===== src/rtl/motor_segment_feeder_if.sv =====
// Segment-feeder bus: enqueue side from the planner, presented head and status to the step generator.
// The feeder takes the slave modport; the producer/consumer side takes master.
interface motor_segment_feeder_if;
  logic        wrEn;
  logic [14:0] wrDivider;
  logic        wrDir;
  logic [13:0] wrSteps;
  logic        abort;
  logic        activeMode;
  logic [14:0] divider;
  logic        moveDir;
  logic [13:0] stepsToGo;
  logic        full;
  logic [2:0]  level;
  logic        busy;
  logic        drained;

  modport slave (
    input  wrEn, wrDivider, wrDir, wrSteps, abort, activeMode,
    output divider, moveDir, stepsToGo, full, level, busy, drained
  );

  modport master (
    output wrEn, wrDivider, wrDir, wrSteps, abort, activeMode,
    input  divider, moveDir, stepsToGo, full, level, busy, drained
  );
endinterface


===== src/rtl/motor_segment_feeder.sv =====
// 4-deep motion segment queue; head is presented 1 cycle after it changes and popped on a rising activeMode.
// Writes are dropped when full (unless popping the same cycle), when steps == 0, or under abort.
module motor_segment_feeder (
  input  logic                  CLK,
  input  logic                  reset,
  motor_segment_feeder_if.slave bus
);

  typedef struct packed {
    logic [14:0] div;
    logic        dir;
    logic [13:0] steps;
  } seg_t;

  typedef enum logic {
    IDLE    = 1'b0,
    PRESENT = 1'b1
  } state_t;

  state_t     r_state;
  seg_t       r_mem [4];
  seg_t       r_head;
  logic [1:0] r_wr_ptr;
  logic [1:0] r_rd_ptr;
  logic [2:0] r_level;
  logic       r_act_prev;

  logic       w_pop;
  logic       w_wr;
  logic       w_bypass;
  logic [1:0] w_rd_ptr_nxt;
  logic [2:0] w_level_nxt;
  seg_t       w_wr_seg;
  seg_t       w_head_nxt;

  always_comb begin
    w_wr_seg       = '0;
    // Divider floor of 2 gives the step generator at least two idle clocks before a reload.
    w_wr_seg.div   = (bus.wrDivider < 15'd2) ? 15'd2 : bus.wrDivider;
    w_wr_seg.dir   = bus.wrDir;
    w_wr_seg.steps = bus.wrSteps;

    w_pop        = bus.activeMode & ~r_act_prev & (r_state == PRESENT);
    w_wr         = bus.wrEn & ~bus.abort & (bus.wrSteps != 14'd0) &
                   ((r_level != 3'd4) | w_pop);
    w_rd_ptr_nxt = r_rd_ptr + {1'b0, w_pop};
    w_level_nxt  = r_level + {2'b00, w_wr} - {2'b00, w_pop};

    // The written entry becomes the head when nothing else remains in front of it.
    w_bypass     = w_wr & (r_level == {2'b00, w_pop});
    w_head_nxt   = w_bypass ? w_wr_seg : r_mem[w_rd_ptr_nxt];
  end

  always_ff @(posedge CLK or negedge reset) begin
    if (!reset) begin
      for (int i = 0; i < 4; i++) begin
        r_mem[i] <= '0;
      end
    end else if (w_wr) begin
      r_mem[r_wr_ptr] <= w_wr_seg;
    end
  end

  always_ff @(posedge CLK or negedge reset) begin
    if (!reset) begin
      r_state    <= IDLE;
      r_head     <= '0;
      r_wr_ptr   <= 2'd0;
      r_rd_ptr   <= 2'd0;
      r_level    <= 3'd0;
      r_act_prev <= 1'b0;
    end else begin
      r_act_prev <= bus.activeMode;
      if (bus.abort) begin
        r_state  <= IDLE;
        r_head   <= '0;
        r_wr_ptr <= 2'd0;
        r_rd_ptr <= 2'd0;
        r_level  <= 3'd0;
      end else begin
        if (w_wr) begin
          r_wr_ptr <= r_wr_ptr + 2'd1;
        end
        r_rd_ptr <= w_rd_ptr_nxt;
        r_level  <= w_level_nxt;
        case (r_state)
          IDLE: begin
            if (w_wr) begin
              r_state <= PRESENT;
              r_head  <= w_wr_seg;
            end
          end
          PRESENT: begin
            if (w_level_nxt == 3'd0) begin
              r_state <= IDLE;
              r_head  <= '0;
            end else begin
              r_head  <= w_head_nxt;
            end
          end
        endcase
      end
    end
  end

  assign bus.divider   = r_head.div;
  assign bus.moveDir   = r_head.dir;
  assign bus.stepsToGo = r_head.steps;
  assign bus.level     = r_level;
  assign bus.full      = (r_level == 3'd4);
  assign bus.busy      = (r_level != 3'd0) | bus.activeMode;
  assign bus.drained   = r_act_prev & ~bus.activeMode & (r_level == 3'd0);

endmodule


===== src/flat_wrapper.sv =====
// flat-port wrapper written by rule: the top's interface ports become plain ports
module motor_segment_feeder_flat 
  (CLK, reset, bus_wrEn, bus_wrDivider, bus_wrDir, bus_wrSteps, bus_abort, bus_activeMode, bus_divider, bus_moveDir, bus_stepsToGo, bus_full, bus_level, bus_busy, bus_drained);
  motor_segment_feeder_if bus_i ();
  input  logic CLK;
  input  logic reset;
  input wire logic [$bits(bus_i.wrEn)-1:0] bus_wrEn;
  input wire logic [$bits(bus_i.wrDivider)-1:0] bus_wrDivider;
  input wire logic [$bits(bus_i.wrDir)-1:0] bus_wrDir;
  input wire logic [$bits(bus_i.wrSteps)-1:0] bus_wrSteps;
  input wire logic [$bits(bus_i.abort)-1:0] bus_abort;
  input wire logic [$bits(bus_i.activeMode)-1:0] bus_activeMode;
  output wire logic [$bits(bus_i.divider)-1:0] bus_divider;
  output wire logic [$bits(bus_i.moveDir)-1:0] bus_moveDir;
  output wire logic [$bits(bus_i.stepsToGo)-1:0] bus_stepsToGo;
  output wire logic [$bits(bus_i.full)-1:0] bus_full;
  output wire logic [$bits(bus_i.level)-1:0] bus_level;
  output wire logic [$bits(bus_i.busy)-1:0] bus_busy;
  output wire logic [$bits(bus_i.drained)-1:0] bus_drained;
  assign bus_i.wrEn = bus_wrEn;
  assign bus_i.wrDivider = bus_wrDivider;
  assign bus_i.wrDir = bus_wrDir;
  assign bus_i.wrSteps = bus_wrSteps;
  assign bus_i.abort = bus_abort;
  assign bus_i.activeMode = bus_activeMode;
  assign bus_divider = bus_i.divider;
  assign bus_moveDir = bus_i.moveDir;
  assign bus_stepsToGo = bus_i.stepsToGo;
  assign bus_full = bus_i.full;
  assign bus_level = bus_i.level;
  assign bus_busy = bus_i.busy;
  assign bus_drained = bus_i.drained;
  motor_segment_feeder u_core (.CLK(CLK), .reset(reset), .bus(bus_i));
endmodule

===== config.mk =====
export PLATFORM = sky130hd
export DESIGN_NAME = motor_segment_feeder_flat
export DESIGN_NICKNAME = d
export VERILOG_FILES = /design/src/rtl/motor_segment_feeder_if.sv /design/src/rtl/motor_segment_feeder.sv /design/src/flat_wrapper.sv
export SDC_FILE = /design/constraint.sdc
export NUM_CORES = 1
export LEC_CHECK = 0
export ABC_AREA = 1
export ABC_CLOCK_PERIOD_IN_PS = 2400
export BUFFER_PORTS_ARGS = -buffer_cell sky130_fd_sc_hd__buf_2
export CELL_PAD_IN_SITES_DETAIL_PLACEMENT = 0
export CELL_PAD_IN_SITES_GLOBAL_PLACEMENT = 1
export CORE_UTILIZATION = 40
export CTS_BUF_LIST = sky130_fd_sc_hd__clkbuf_8 sky130_fd_sc_hd__clkbuf_16
export CTS_CLUSTER_SIZE = 20
export DETAILED_ROUTE_END_ITERATION = 8
export GPL_TIMING_DRIVEN = 0
export PLACE_DENSITY_LB_ADDON = 0.1
export SETUP_SLACK_MARGIN = 0.3
export SLEW_MARGIN = 0
export SYNTH_ARGS = -nofsm -noshare
export SYNTH_HDL_FRONTEND = slang
export SYNTH_SLANG_ARGS = --single-unit
export TNS_END_PERCENT = 1

===== constraint.sdc =====
create_clock -name CLK -period 2.4 [get_ports CLK]
set_input_delay 0.12 -clock CLK [delete_from_list [all_inputs] [get_ports CLK]]
set_output_delay 0.12 -clock CLK [all_outputs]
set_load 0.02 [all_outputs]

== Yosys cells after proc, flatten, opt, wreduce, memory -nomap -nowiden ==
Index checks and enable logic that the tools add are counted.

* Bitwise logic cells: 16
* Reduce and logical (&&, ||, !) cells: 6
* Eq/ne operators: 4
* Add/sub/neg operators: 4
* $lt $le $gt $ge: 4
* Muxes and demuxes: 20

{| class="wikitable"
|+ Operators by type and width
! cell !! count
|-
| 30-bit 2-to-1 mux || 7
|-
| 120-bit bitwise mux || 1
|-
| 30-bit binary-select mux with 2-bit select || 1
|-
| 30-bit demux with 2-bit select || 1
|-
| 30-bit case mux with 2 select lines || 1
|-
| 15-bit by 2-bit < comparator with 1-bit output (second input constant) || 1
|-
| 15-bit 2-to-1 mux || 1
|-
| 14-bit nonzero test || 1
|-
| 1-bit AND || 8
|-
| 3-bit greater-or-equal comparator (second input constant) || 2
|-
| 3-bit logical NOT || 2
|-
| 2-bit 2-to-1 mux || 3
|-
| 2-bit NOT with 3-bit output || 2
|-
| 1-bit NOT || 4
|-
| 3-bit by 1-bit adder with 3-bit output || 1
|-
| 3-bit by 1-bit equality test with 1-bit output || 1
|-
| 3-bit equality test (second input constant) || 1
|-
| 3-bit by 1-bit < comparator with 1-bit output (second input constant) || 1
|-
| 1-bit 2-to-1 mux || 3
|-
| 3-bit 2-to-1 mux || 1
|-
| 3-bit by 2-bit inequality test with 1-bit output (second input constant) || 1
|-
| 3-bit inequality test (second input constant) || 1
|-
| 3-bit nonzero test || 1
|-
| 3-bit by 1-bit subtractor with 3-bit output || 1
|-
| 6 further kinds || 7
|}

* Output and inout bits: 36
* Input bits: 35
* Word-level logic and storage cells: 74
* Flip-flop bits (word level): 159

== Depth between registers and ports, before layout ==
Gate-level depths: netlist of run 1.

* Depth in word-level cells: 12
* Depth in mapped cells: 16
* Mapped depth without buffers: 15

== Worst setup path before layout of run 1 ==
Ideal clock, no wire load.

* Path type: reg-to-reg
* Start: reg u_core.r_level[1], in the netlist u_core.bus.level[1]
* End: reg u_core.r_head (netlist bit u_core.bus.divider[10])
* Setup time: 0.117 ns
* Arrival time: 2.309 ns
* Slack: -0.026 ns
* Stages on the path, launching flop included: 17
* Clock period less this slack: 2.426 ns
* Buffers on the path: 1
* Data required time: 2.283 ns
* Cells stage by stage: dfrtp_1 inv_1 nand3_1 nor2_2 nor2_4 nand2_2 inv_2 ha_1 inv_1 fa_1 xnor2_1 nand3_1 nor2_1 nor2_2 buf_4 nand3_1 nand2_1

* Cells in the longest elaborated chain, start to end: 9
* Elaborated cells between the ends (all ways): 13
* Those cells by class: 2 x add/sub; 3 x eq/ne; 4 x mux; 3 x bitwise; 1 x reduce/logical

{| class="wikitable"
|+ RTL lines
! what !! line !! source
|-
| start, declared || motor_segment_feeder.sv:25 || <nowiki>logic [2:0] r_level;</nowiki>
|-
| start signal, assigned || motor_segment_feeder.sv:85 || <nowiki>r_level <= w_level_nxt;</nowiki>
|-
| 3-bit inequality test || motor_segment_feeder.sv:45 || <nowiki>((r_level != 3'd4) | w_pop);</nowiki>
|-
| 1-bit bitwise OR || motor_segment_feeder.sv:45 ||
|-
| 1-bit AND || motor_segment_feeder.sv:44 || <nowiki>w_wr = bus.wrEn & ~bus.abort & (bus.wrSteps != 14'd0) &</nowiki>
|-
| 3-bit by 1-bit adder with 3-bit output || motor_segment_feeder.sv:47 || <nowiki>w_level_nxt = r_level + {2'b00, w_wr} - {2'b00, w_pop};</nowiki>
|-
| 3-bit by 1-bit subtractor with 3-bit output || motor_segment_feeder.sv:47 ||
|-
| 3-bit logical NOT || motor_segment_feeder.sv:94 || <nowiki>if (w_level_nxt == 3'd0) begin</nowiki>
|-
| 30-bit 2-to-1 mux || motor_segment_feeder.sv:94 ||
|-
| 30-bit case mux with 2 select lines || motor_segment_feeder.sv:86 || <nowiki>case (r_state)</nowiki>
|-
| 30-bit 2-to-1 mux || motor_segment_feeder.sv:74 || <nowiki>if (bus.abort) begin</nowiki>
|-
| end signal, assigned || motor_segment_feeder.sv:90 || <nowiki>r_head <= w_wr_seg;</nowiki>
|-
| end signal, assigned || motor_segment_feeder.sv:98 || <nowiki>r_head <= w_head_nxt;</nowiki>
|-
| end, declared || motor_segment_feeder.sv:22 || <nowiki>seg_t r_head;</nowiki>
|}

Parallel ways exist; a longest one is shown, timed or not.
A chain may end at the register's enable or synchronous reset.

== Final worst setup path of run 1 ==
* Start: reg u_core.r_state
* End: reg u_core.r_head (netlist bit u_core.bus.stepsToGo[3])

* Cells in the longest elaborated chain, start to end: 10
* Elaborated cells between the ends (all ways): 19
* Those cells by class: 3 x add/sub; 2 x eq/ne; 7 x mux; 6 x bitwise; 1 x reduce/logical

{| class="wikitable"
|+ RTL lines
! what !! line !! source
|-
| start, declared || motor_segment_feeder.sv:20 || <nowiki>state_t r_state;</nowiki>
|-
| start signal, assigned || motor_segment_feeder.sv:66 || <nowiki>r_state <= IDLE;</nowiki>
|-
| start signal, assigned || motor_segment_feeder.sv:75 || <nowiki>r_state <= IDLE;</nowiki>
|-
| start signal, assigned || motor_segment_feeder.sv:89 || <nowiki>r_state <= PRESENT;</nowiki>
|-
| parallel branches: the longest is 10 deep, another holds 3-bit by 1-bit adder with 3-bit output || - ||
|}

Several ways; the timed one is not identified. The select of a mux whose other input is x is not followed.

==> metrics.cfg, run 1 <==
[place]
placed_area_um2 = 8060
place_hpwl_mm = 14.5
io_buffer_count = 70
routabilityCongestion = 0.768

[timing]
maxSlewHeadroom_pct = 51.5
setup_viol = 5
clock.fmax_ghz = 0.416
period_needed_ns = 2.40
finClkSkew_ns = 0.00869
setup_ws_ns = -0.00451
worstMarginPinSlew_ns = 0.728
rsz0062_at_grt = true
slew_viol_final = 0
period_share_pct = 100
final-hold-violation-count = 0
timing.hold.ws_ns = 0.0291

[critical_path]
end_kind = register
crit_type = register to register
critPathMaxStageDelay_ns = 0.37
cp_slowest_cell = dfrtp_1
critPathTopFamily = simple AND/OR/NAND/NOR gates
crit_path_start_kind = register
critPathMaxFanout = 6
path_cells = nand2_2, nor2_4, nor2_4, nor2_4, nand2_2, inv_4, ha_4, inv_2, fa_2, xnor2_2, nand3_2, nor2_4, nor2_4, buf_12, buf_12, nand3_2, nand2_1
crit_required_ns = 2.72
crit_top_cell = nor2_4
r2r_slack_ns = -0.005
arrival_ns = 2.73
crit_buf_inv = 4

[logic_synthesis]
ys_seq_elements = 159
yosys_warnings = 0
yosysSeqAreaShare_pct = 54.3
syn_nets = 972
synthCells = 929
syn_area_um2 = 7320
async_flop_share_pct = 100
avgSynthCellArea_um2 = 7.88
synth_flop_cell = dfrtp_1
netlist-cell-type-count = 23
synth_edf_count = 0

[final_layout]
layout.nets = 1077
drive_gt1_share_pct = 20.4
diodes = 0
area_growth_pct = 24.9
fillers = 1820
design_area_um2 = 9150

[power]
p_per_area_nw_per_um2 = 1020
p_int_mw = 6.33
p_seq_share_pct = 42.8
p_leak_nw = 4.66
clockPowerShare_pct = 31.3
combPwrFrac_pct = 25.9
swShare_pct = 32.2
finalPower_mw = 9.35
peakVddDrop_v = 0.000775
p_sw_mw = 3.01

[floorplanning]
dieArea_um2 = 18900
core_um2 = 18000
ios = 71
row_count = 49
dieWidth_um = 137
initial_core_util_pct = 40.8
die_h_um = 137

[clocking]
cts_tree = done
cts_num_sinks = 159
clk_path_buf_depth = 2
clk_pin_slew_worst_paths_ns = 0.06
clock_latency_ns = 0.43
cts_made_buffers = 17
cts-htree-levels = 4
cts-root-buf = clkbuf_16

[grt]
grt-ovfl-total = 0
antenna_found_initial = 0
grt_pass1_vias = 6210
grtUsageTotal_pct = 26.1
grt_pass1_wl_mm = 35.8
grt_max_degree = 120

[route]
drt-total-wl_mm = 22.8
drc = 0
drt_iter0_markers = 576
ant_nets = 0
firstDrtPassIters = 5
detail_route.vias_per_cell = 5.06
wl_per_cell_um = 17.8
dr_total_vias = 6453

[min_path]
min_path_type = primary input to register

[run_status]
status = finished with violations
violations = setup timing

[flow_run]
drv_cap = 0

state kept, by name, indices dropped and copies added, names as in the netlist:
name	count
u_core.bus.divider	15
u_core.bus.level	3
u_core.bus.moveDir	1
u_core.bus.stepsToGo	14
u_core.r_act_prev	1
u_core.r_mem	120
u_core.r_rd_ptr	2
u_core.r_state	1
u_core.r_wr_ptr	2
placed cells by master (no fill, tap or decap), types with 4 or more instances in the layout:
cell,count
inv_2,8
nand2_1,257
o21ai_1,130
nand2_2,7
clkbuf_1,10
dfrtp_1,156
nand3_1,9
buf_2,88
inv_1,35
bufinv_16,4
clkbuf_16,17
ha_1,5
buf_12,4
clkbuf_8,4
clkbuf_2,16
dlygate4sd3_1,6
buf_4,8
nand3_2,24
o21ai_0,51
nor2_4,5
nor2_1,167
power by group through the flow:
stage               sequential, mW  combinational (mW)  clock [mW]
floorplan                     4.05                1.54           0
global placement              4.01                2.22           0
detailed placement            4.03                2.26           0
CTS                           3.99                2.43        2.98
global route                  4.10                2.77        3.08
finish                        4.00                2.42        2.93
final timing paths:
kind,start,endpoint,cells past startpoint
max,u_core.r_state$_DFF_PN0_,u_core.bus.stepsToGo[3]$_DFFE_PN0P_,17
min,bus_wrSteps[6],u_core.r_mem[96]$_DFFE_PN0P_,3
max reg2reg,u_core.r_state$_DFF_PN0_,u_core.bus.stepsToGo[3]$_DFFE_PN0P_,17
min reg2reg,u_core.bus.divider[10]$_DFFE_PN0P_,u_core.bus.divider[10]$_DFFE_PN0P_,2
max in group asynchronous,reset,u_core.r_mem[7]$_DFFE_PN0P_,3
min in group asynchronous,reset,u_core.bus.moveDir$_DFFE_PN0P_,2
per-layer routing:
metal / wire length (um) / GRT usage [%]
met1: 10400 / 35.5
met2: 10900 / 42.6
met3: 1000 / 4.12
met4: 401 / 8.36
met5: 0 / 0
worst register-to-register path, cell delays in order, from the launching register on:
cell and delay, ns:
dfrtp_1 0.37, nand2_2 0.07, nor2_4 0.16, nor2_4 0.06, nor2_4 0.09, nand2_2 0.08, inv_4 0.07, ha_4 0.11
inv_2 0.03, fa_2 0.34, xnor2_2 0.17, nand3_2 0.15, nor2_4 0.13, nor2_4 0.05, buf_12 0.15, buf_12 0.15
nand3_2 0.07, nand2_1 0.05
Yosys cell counts, types with 3 or more instances:
cell	number	area share, %
clkbuf_1	30	1.5
nor2_1	168	8.6
dfrtp_1	159	54
ha_1	7	1.2
inv_2	8	0.41
nor2_2	3	0.26
nand3_1	35	2.4
buf_2	18	1.2
o21ai_0	51	3.5
inv_1	36	1.8
nand4_1	3	0.26
nand2_1	262	13
o21ai_1	131	9.0
buf_4	5	0.51
per-stage QoR:
stage / cells / TNS, ns / util (%) / setup WS (ns)
floorplan: 929 / 0 / - / 0.164
global placement: 1228 / -220.80 / 44.7 / -1.67
detailed placement: 1229 / -4.98 / 44.9 / -0.247
CTS: 1276 / -0.719 / 50.6 / -0.0371
global route: 1276 / -3.58 / 50.9 / -0.147
finish: 1276 / -0.0132 / 50.9 / -0.00451
timing repair:
| action | 4_1_cts | 5_1_grt |
|---|---|---|
| endpoints found under the setup margin | 31 | 92 |
| resized for setup | 54 | 36 |
| pin swaps | 10 | 4 |
| endpoints found under the hold margin | 53 | 0 |
| hold buffers | 6 | 0 |
| setup buffers | 6 | 0 |
| gates cloned | 3 | 0 |
kinds of logic after synthesis:
family          synth area share [%]
simple gates                    25.5
compound gates                  12.6
flops                           54.3
buf+inv                         5.84
fa+ha+maj                       1.47
xor+xnor                       0.239
layout make-up:
cell class                 count  area (um2)  share of cell area [%]
timing repair buffer          86         572                    6.25
sequential                   159        3980                    43.5
buffer                        55         347                    3.79
clock buffer                  20         467                    5.10
inverter                      44         173                    1.89
multi-input combinational    671        3150                    34.5
clock inverter                12         166                    1.82
tap                          229         287                    3.13
Power figures use the tool's default switching activity.
==> run 2, diff against run 1 <==
--- a/config.mk
+++ b/config.mk
@@ -10,6 +10,7 @@
 export BUFFER_PORTS_ARGS = -buffer_cell sky130_fd_sc_hd__buf_2
 export CELL_PAD_IN_SITES_DETAIL_PLACEMENT = 0
 export CELL_PAD_IN_SITES_GLOBAL_PLACEMENT = 1
+export CORE_ASPECT_RATIO = 1.2
 export CORE_UTILIZATION = 40
 export CTS_BUF_LIST = sky130_fd_sc_hd__clkbuf_8 sky130_fd_sc_hd__clkbuf_16
 export CTS_CLUSTER_SIZE = 20
==> run 2 against run 1 <==
Effect of this change: the flow finishes with violations (DRC, setup timing); critical path type unchanged; largest power group unchanged; utilization rose by 0.33 points; clock skew is 0.0084 ns higher; setup slack got worse by 0.00072 ns.
==> metrics.cfg, run 2 (synthesis results as in run 1) <==
[run_status]
status = finished with violations
violations = DRC, setup timing

[grt]
antenna_found_initial = 0
grt_max_degree = 81
grt-busiest-layer = met2
grt-ovfl-total = 0
grt_pass1_vias = 6310
grt_pass1_wl_mm = 35.7
use_met2_pct = 42.0
grtUsageTotal_pct = 25.3
grt_use_met3_pct = 4.16
grt.met1_usage_pct = 34.0

[final_layout]
layout_commonest_cell = nand2_1
finalNonFillerCells = 1271
drive_gt1_share_pct = 20.3
layout.nets = 1081
area_growth_pct = 23.9
diodes = 0
design_area_um2 = 9070
fillers = 1778
regMostFlops = u_core.r_mem
largest_reg_flops = 120
layout_common_cells = nand2_1 (261), nor2_1 (167), dfrtp_1 (156), o21ai_1 (131), buf_2 (86)

[clocking]
cts_num_sinks = 159
cts-htree-levels = 4
cts_tree = done
cts-root-buf = clkbuf_16
cts_made_buffers = 17
clock_latency_ns = 0.44
clk_pin_slew_worst_paths_ns = 0.08
clk_path_buf_depth = 2

[route]
dr_total_vias = 6465
wl_per_cell_um = 17.6
drt-total-wl_mm = 22.3
drt_iter0_markers = 450
detail_route.vias_per_cell = 5.09
ant_nets = 0
firstDrtPassIters = 6
drc = 5

[timing]
finClkSkew_ns = 0.0171
period_needed_ns = 2.41
slew_viol_final = 0
setup_tns_ns = -0.00523
worstMarginPinSlew_ns = 0.698
setup_ws_ns = -0.00523
period_share_pct = 100
clock.fmax_ghz = 0.416
setup_viol = 1
maxSlewHeadroom_pct = 53.4
rsz0062_at_grt = true
final-hold-violation-count = 0

[flow_run]
drv_cap = 0

[critical_path]
path_cells = nand2_2, nor2_4, nor2_4, nor2_4, nand2_2, inv_4, ha_4, inv_2, fa_2, xnor2_2, nand3_2, nor2_4, nor2_4, buf_8, buf_8, nand3_2, nand2_1
cp_slowest_cell = dfrtp_1
crit_required_ns = 2.72
r2r_slack_ns = -0.005
crit_buf_inv = 4
rr_worst_depth = 17
crit_type = register to register
r2r_start = u_core.r_state$_DFF_PN0_
arrival_ns = 2.72
crit_path_start_kind = register
critPathMaxFanout = 5
critPathTopFamily = simple AND/OR/NAND/NOR gates
critPathMaxStageDelay_ns = 0.39
end_kind = register
r2r-end = u_core.bus.divider[5]$_DFFE_PN0P_
crit_top_cell = nor2_4

[place]
placed_area_um2 = 8050
dp_cells = 1220
place_hpwl_mm = 14.2
io_buffer_count = 70
routabilityCongestion = 0.779

[power]
combPwrFrac_pct = 25.9
p_sw_mw = 3.15
swShare_pct = 34.0
p_seq_share_pct = 43.1
p_int_mw = 6.12
clockPowerShare_pct = 31.0
p_leak_nw = 4.66
p_per_area_nw_per_um2 = 1020
peakVddDrop_v = 0.000541

[floorplanning]
dieArea_um2 = 18900
core_um2 = 17700
row_count = 53
die_h_um = 150
ios = 71
dieWidth_um = 126
initial_core_util_pct = 41.4

[min_path]
holdPathStages = 3
min_path_type = primary input to register
min_from = bus_wrDivider[11]
hold_path_end = u_core.r_mem[56]$_DFFE_PN0P_

[run 2: power by group through the flow]
stage / clock, mW / combinational (mW) / sequential, mW
floorplan: 0 / 1.54 / 4.05
global placement: 0 / 2.20 / 4.01
detailed placement: 0 / 2.24 / 4.03
CTS: 2.90 / 2.39 / 3.99
global route: 3.02 / 2.75 / 4.10
finish: 2.88 / 2.40 / 3.99
[run 2: repair_timing]
action,in CTS,in global routing
endpoints found under the hold margin,92,4
pin swaps,10,3
hold buffers,6,1
setup buffers,8,1
setup endpoints to repair,32,82
cloned,3,0
gates resized for setup,55,21
[run 2: tightest hold or removal path: stages]
cell and delay, ns:
buf_2 0.07, inv_1 0.08, o21ai_1 0.14
[run 2: final cells by class]
cell class                      count  area (um2)  share of cell area [%]
Clock buffer                       17         425                    4.69
Inverter                           44         170                    1.88
Sequential cell                   159        3980                    43.9
Tap cell                          220         275                    3.03
Clock inverter                     15         191                    2.11
Multi-Input combinational cell    671        3110                    34.3
Buffer                             55         337                    3.71
Timing Repair Buffer               90         583                    6.43
[run 2: worst max-delay path by stage]
stage,start,endpoint,cells after the start
5_1_grt,u_core.r_state$_DFF_PN0_,u_core.bus.divider[5]$_DFFE_PN0P_,17
4_1_cts,u_core.r_state$_DFF_PN0_,u_core.bus.stepsToGo[0]$_DFFE_PN0P_,17
3_5_place_dp,u_core.r_state$_DFF_PN0_,u_core.bus.divider[7]$_DFFE_PN0P_,16
6_report,u_core.r_state$_DFF_PN0_,u_core.bus.divider[5]$_DFFE_PN0P_,17
2_1_floorplan,u_core.bus.level[1]$_DFF_PN0_,u_core.bus.divider[10]$_DFFE_PN0P_,15
3_3_place_gp,reset,u_core.bus.level[1]$_DFF_PN0_,1
[run 2: through the flow]
stage                     worst slack [ns]  hold slack [ns]  power (mW)  utilization (%)
after floorplan                      0.164           -0.176        5.59                -
after global routing                -0.134           0.0220        9.88             51.2
after global placement               -1.66            0.264        6.21             45.2
after detailed placement            -0.159            0.157        6.27             45.5
after CTS                          -0.0321          -0.0497        9.29             51.0
final                             -0.00523           0.0167        9.27             51.2
[run 2: metal layers]
layer | up-vias | share of wire (%)
met2 | 133 | 48
met1 | 3127 | 47
met3 | 20 | 3.7
met4 | 0 | 1.1
li1 | 3185 | -
met5 | - | 0
